## config.mk

```make
export PLATFORM = sky130hd
export DESIGN_NAME = branch_predict_flat
export DESIGN_NICKNAME = d
export VERILOG_FILES = /design/src/rtl/branch_predict_if.sv /design/src/rtl/branch_predict.sv /design/src/flat_wrapper.sv
export SDC_FILE = /design/constraint.sdc
export NUM_CORES = 1
export LEC_CHECK = 0
export ABC_AREA = 1
export CORE_ASPECT_RATIO = 1.1
export CORE_MARGIN = 8
export CORE_UTILIZATION = 35
export DETAILED_ROUTE_END_ITERATION = 7
export HOLD_SLACK_MARGIN = 0.06
export PLACE_DENSITY_LB_ADDON = 0.08
export SLEW_MARGIN = 20
export SYNTH_ARGS = -nofsm -noshare
export SYNTH_HDL_FRONTEND = slang
export SYNTH_SLANG_ARGS = --single-unit
export TNS_END_PERCENT = 100
```

## constraint.sdc

```tcl
create_clock -name clk -period 15.2 [get_ports clk]
set_clock_uncertainty 0.05 [all_clocks]
set_input_delay 2.28 -clock clk [delete_from_list [all_inputs] [get_ports clk]]
set_output_delay 2.28 -clock clk [all_outputs]
set_load 0.03 [all_outputs]
```

## src/rtl/branch_predict_if.sv

```systemverilog
// branch_predict_if: fetch/decode-side signals of the branch predictor
interface branch_predict_if;
    logic [31:0] if_pc;
    logic [31:0] if_instr;
    logic        if_valid;
    logic        stall;
    logic        id_taken;
    logic [31:0] id_target;
    logic        pred_taken;
    logic [31:0] pred_target;
    logic        flush;
    logic [31:0] redirect_pc;
    logic [15:0] mispred_cnt;

    modport master (
        output if_pc, if_instr, if_valid, stall, id_taken, id_target,
        input  pred_taken, pred_target, flush, redirect_pc, mispred_cnt
    );
    modport slave (
        input  if_pc, if_instr, if_valid, stall, id_taken, id_target,
        output pred_taken, pred_target, flush, redirect_pc, mispred_cnt
    );
endinterface

```

## src/rtl/branch_predict.sv

```systemverilog
// branch_predict: 2-bit BHT predictor with IF predecode, ID resolution and mispredict counter
module branch_predict #(
    parameter int IDX_W = 6
) (
    input logic             clk,
    input logic             rst,
    branch_predict_if.slave bp
);
    logic [5:0]       op;
    logic             is_cond;
    logic             is_jump;
    logic [31:0]      pc4;
    logic [IDX_W-1:0] idx;
    logic [1:0]       bht_q [2**IDX_W];
    logic             id_valid_q;
    logic             id_cond_q;
    logic             id_jump_q;
    logic             id_pred_q;
    logic [31:0]      id_target_q;
    logic [31:0]      id_pc4_q;
    logic [IDX_W-1:0] id_idx_q;
    logic [15:0]      cnt_q;
    logic [15:0]      cnt_d;
    logic [1:0]       ctr;
    logic [1:0]       ctr_d;
    logic             resolve;
    logic             mispred;

    // REGIMM branches are those with rt[3:1]==000 (BLTZ/BGEZ and their -AL forms)
    assign op      = bp.if_instr[31:26];
    assign is_cond = (op == 6'b000001 && bp.if_instr[19:17] == 3'b000) || op[5:2] == 4'b0001;
    assign is_jump = op[5:1] == 5'b00001;
    assign pc4     = bp.if_pc + 32'd4;
    assign idx     = bp.if_pc[IDX_W+1:2];

    assign bp.pred_taken  = bp.if_valid & (is_jump | (is_cond & bht_q[idx][1]));
    assign bp.pred_target = is_jump ? {pc4[31:28], bp.if_instr[25:0], 2'b00}
                                    : pc4 + {{14{bp.if_instr[15]}}, bp.if_instr[15:0], 2'b00};

    assign resolve        = id_valid_q & ~bp.stall & (id_cond_q | id_jump_q | bp.id_taken);
    assign mispred        = (id_pred_q != bp.id_taken) |
                            (id_pred_q & bp.id_taken & (id_target_q != bp.id_target));
    assign bp.flush       = resolve & mispred;
    assign bp.redirect_pc = bp.id_taken ? bp.id_target : id_pc4_q;
    assign bp.mispred_cnt = cnt_q;

    assign ctr   = bht_q[id_idx_q];
    assign ctr_d = bp.id_taken ? ((ctr == 2'b11) ? ctr : ctr + 2'd1)
                               : ((ctr == 2'b00) ? ctr : ctr - 2'd1);
    assign cnt_d = (bp.flush && cnt_q != 16'hFFFF) ? cnt_q + 16'd1 : cnt_q;

    always_ff @(posedge clk or posedge rst) begin
        if (rst) begin
            for (int i = 0; i < 2**IDX_W; i++) bht_q[i] <= 2'b01;
            id_valid_q  <= 1'b0;
            id_cond_q   <= 1'b0;
            id_jump_q   <= 1'b0;
            id_pred_q   <= 1'b0;
            id_target_q <= '0;
            id_pc4_q    <= '0;
            id_idx_q    <= '0;
            cnt_q       <= '0;
        end else begin
            cnt_q <= cnt_d;
            if (!bp.stall) begin
                id_valid_q  <= bp.if_valid & ~bp.flush;
                id_cond_q   <= is_cond;
                id_jump_q   <= is_jump;
                id_pred_q   <= bp.pred_taken;
                id_target_q <= bp.pred_target;
                id_pc4_q    <= pc4;
                id_idx_q    <= idx;
                if (id_valid_q && id_cond_q) bht_q[id_idx_q] <= ctr_d;
            end
        end
    end
endmodule
```

## src/flat_wrapper.sv

```systemverilog
// flat-port wrapper written by rule: the top's interface ports become plain ports
module branch_predict_flat 
#(
    parameter int IDX_W = 6
)
  (clk, rst, bp_if_pc, bp_if_instr, bp_if_valid, bp_stall, bp_id_taken, bp_id_target, bp_pred_taken, bp_pred_target, bp_flush, bp_redirect_pc, bp_mispred_cnt);
  branch_predict_if bp_i ();
  input logic clk;
  input logic rst;
  input wire logic [$bits(bp_i.if_pc)-1:0] bp_if_pc;
  input wire logic [$bits(bp_i.if_instr)-1:0] bp_if_instr;
  input wire logic [$bits(bp_i.if_valid)-1:0] bp_if_valid;
  input wire logic [$bits(bp_i.stall)-1:0] bp_stall;
  input wire logic [$bits(bp_i.id_taken)-1:0] bp_id_taken;
  input wire logic [$bits(bp_i.id_target)-1:0] bp_id_target;
  output wire logic [$bits(bp_i.pred_taken)-1:0] bp_pred_taken;
  output wire logic [$bits(bp_i.pred_target)-1:0] bp_pred_target;
  output wire logic [$bits(bp_i.flush)-1:0] bp_flush;
  output wire logic [$bits(bp_i.redirect_pc)-1:0] bp_redirect_pc;
  output wire logic [$bits(bp_i.mispred_cnt)-1:0] bp_mispred_cnt;
  assign bp_i.if_pc = bp_if_pc;
  assign bp_i.if_instr = bp_if_instr;
  assign bp_i.if_valid = bp_if_valid;
  assign bp_i.stall = bp_stall;
  assign bp_i.id_taken = bp_id_taken;
  assign bp_i.id_target = bp_id_target;
  assign bp_pred_taken = bp_i.pred_taken;
  assign bp_pred_target = bp_i.pred_target;
  assign bp_flush = bp_i.flush;
  assign bp_redirect_pc = bp_i.redirect_pc;
  assign bp_mispred_cnt = bp_i.mispred_cnt;
  branch_predict #(.IDX_W(IDX_W)) u_core (.clk(clk), .rst(rst), .bp(bp_i));
endmodule
```

==> flow_metrics.env <==
export IMPL_status="completed"
export IMPL_synth_distinct_cells=35
export IMPL_cts_tree="built"
export IMPL_period_share=0.620
export IMPL_cts_hold_buf=0
export IMPL_synth_edf_count=0
export IMPL_worst_slack_ps=5770
export IMPL_cap_violations=0
export IMPL_crit_chain="clkdlybuf4s50_1 -> buf_4 -> nand3_1 -> nor2_1 -> nand2_1 -> nor3_1 -> nand3_1 -> nor2_1 -> nand2_1 -> xor2_1 -> inv_1 -> ha_1 -> nand2_1 -> nor2_1 -> nand2_1 -> nor3_1 -> nand2_1 -> nand3_1 -> nand2_1 -> nand3_1 -> and2_1 -> clkdlybuf4s50_1"
export IMPL_fmax_mhz=106
export IMPL_irDropWorstVdd_v=0.0000953
export IMPL_grt_pass1_wl_um=96600
export IMPL_cp_slowest_stage_delay_ps=700
export IMPL_pre_cts_slack_ps=5750
export IMPL_powerDensity_nw_per_um2=94.3
export IMPL_syn_to_final_growth_pct=20.4
export IMPL_portBuffers=182
export IMPL_synth_yosys_seq_area_share=0.354
export IMPL_ant_nets=0
export IMPL_fillers=4724
export IMPL_finalSetupViolations=0
export IMPL_hp_class="reg -> reg"
export IMPL_critical_path_class="in -> out"
export IMPL_final_cell_mix="nand2_1, inv_1, clkdlybuf4s50_1"
export IMPL_die_x_um=218
export IMPL_initial_utilization=0.353
export IMPL_wirelength_um=62900
export IMPL_antenna_found_initial=8
export IMPL_vias=16200
export IMPL_finalSetupTns_ps=0
export IMPL_crit_required_ps=12870
export IMPL_clockBufferDepth=3
export IMPL_slowest_stage="clkdlybuf4s50_1"
export IMPL_h_tree_depth=1
export IMPL_overflow=0
export IMPL_grt_pass1_vias=15900
export IMPL_cpMostUsedCell="nand2_1"
export IMPL_viasPerCell=4.99
export IMPL_post_drt_wl_per_cell_um=19.4
export IMPL_drc_errors=0
export IMPL_synthFlopType="dfrtp_1"
export IMPL_die_area_um2=51700
export IMPL_fp_row_count=81
export IMPL_worstMarginPinSlew_ps=959
export IMPL_synthCells=2502
export IMPL_clk_latency_ps=570
export IMPL_synth_area_top_cells="nand2_1, dfrtp_1, dfstp_2, inv_1, nand3_1"
export IMPL_die_y_um=238
export IMPL_grtUsageTotal=0.238
export IMPL_finalHoldViolCount=0
export IMPL_final_nets=2777
export IMPL_avgSynthCellArea_um2=6.25
export IMPL_first_pass_iters=5
export IMPL_slew_violations=0
export IMPL_root_buffer="clkbuf_16"
export IMPL_grt_max_degree=99
export IMPL_ys_ff_latch=218
export IMPL_cp_max_fo=43
export IMPL_period_needed_ps=9430
export IMPL_async_flop_share=1.00
export IMPL_ctsResizeCount=0
export IMPL_coreArea_um2=44300
export IMPL_drive_gt1_frac=0.0590
export IMPL_dpl_hpwl_um=45500
export IMPL_cts_buffers_inserted=28
export IMPL_rsz0062_at_grt="false"
export IMPL_critPathLaunchType="input port"
export IMPL_diodes=0
export IMPL_syn_num_nets=2640
export IMPL_crit_arrival_ps=7100
export IMPL_clk_transition_reported_paths_ps=60
export IMPL_cts_sinks=218
export IMPL_gp_congestion=0.942
export IMPL_syn_area_um2=15600
export IMPL_leakagePower_nw=9.16
export IMPL_io_pin_count=183
export IMPL_synth_warnings=0
export IMPL_slew_limit_headroom=0.359
export IMPL_end_kind="output port"
export IMPL_final_common_cell="nand2_1"
export IMPL_yosys_area_top_type="nand2_1"
export IMPL_drt_iter0_markers=1260
export IMPL_synth_top_area_frac=0.284
export IMPL_post_cts_repair_setup_buffers=0
==> synthesized netlist by cell type, drive strengths merged, types with 2 or more instances <==
cell	n
nand2	1184
inv	276
nand3	180
dfrtp	154
nor2	136
o21ai	107
nor3	74
dfstp	64
clkbuf	49
xnor2	46
buf	43
a21oi	36
ha	36
xor2	28
nand4	21
and2	12
or2	12
a31oi	8
o21bai	8
o21a	5
a21o	4
clkinv	4
o211ai	4
a21boi	3
nand3b	3
and3	2
==> final timing paths <==
check	slack, ps	cells after the start	end	startpoint
min in group asynchronous	2190	2	u_core.bht_q[79]	rst
max in group asynchronous	11540	3	u_core.bht_q[59]	rst
worst max-delay path	5770	22	bp_pred_target[28]	bp_if_pc[2]
worst min register to register	420	2	u_core.bht_q[100]	u_core.bht_q[100]
worst min-delay path	420	2	u_core.bht_q[100]	u_core.bht_q[100]
worst max register to register	11600	16	u_core.bht_q[53]	u_core.id_idx_q[0]
==> cells by family after synthesis <==
group / count (synthesis) / synth area share
simple gates: 1626 / 0.420
fa+ha+maj: 37 / 0.0301
buf+inv: 372 / 0.0940
xor+xnor: 74 / 0.0415
flops: 218 / 0.354
compound gates: 175 / 0.0605
==> metrics by stage <==
| stage | hold WS (ps) | utilization | power (mW) | area, um^2 | cells |
|---|---|---|---|---|---|
| floorplan | 396 | - | 0.914 | 15600 | 2502 |
| global placement | 403 | 0.404 | 1.11 | 17900 | 3190 |
| detailed placement | 407 | 0.404 | 1.11 | 17900 | 3190 |
| CTS | 417 | 0.425 | 1.80 | 18800 | 3242 |
| global route | 429 | 0.425 | 1.86 | 18800 | 3242 |
| finish | 416 | 0.425 | 1.78 | 18800 | 3242 |
==> where the power goes <==
group | leakage [nW] | switching (mW) | internal, mW | total, mW
Sequential | 2.67 | 0.0291 | 0.614 | 0.643
Combinational | 6.04 | 0.299 | 0.158 | 0.457
Clock | 0.451 | 0.285 | 0.391 | 0.676
==> final cells by class <==
class | instances | area [um^2] | share of cell area
clock buffers | 34 | 764 | 0.0406
inverters | 280 | 1060 | 0.0562
clock inverters | 18 | 150 | 0.00798
well taps | 581 | 727 | 0.0386
repair buffers | 199 | 1940 | 0.103
multi-input cells | 1912 | 8650 | 0.459
flip-flops and latches | 218 | 5540 | 0.294
==> registers in the layout (all words and copies together) (netlist names) <==
signal	flops
u_core.bht_q	128
u_core.bp.mispred_cnt	16
u_core.id_cond_q	1
u_core.id_idx_q	6
u_core.id_jump_q	1
u_core.id_pc4_q	32
u_core.id_pred_q	1
u_core.id_target_q	32
u_core.id_valid_q	1
==> per-layer routing <==
metal  share of wire  track usage  vias up
li1                -            -     8011
met4           0.025       0.0623       16
met1            0.43        0.306     7601
met2            0.48        0.408      465
met3           0.058       0.0416       99
met5          0.0016            0        -
==> worst max-delay path: cells and delay by family <==
family / cells / cell delay [ps]
xor+xnor: 1 / 180
fa+ha+maj: 1 / 440
buf+inv: 4 / 1690
simple gates: 16 / 2470
No activity file was read; power rests on OpenSTA's default activity.
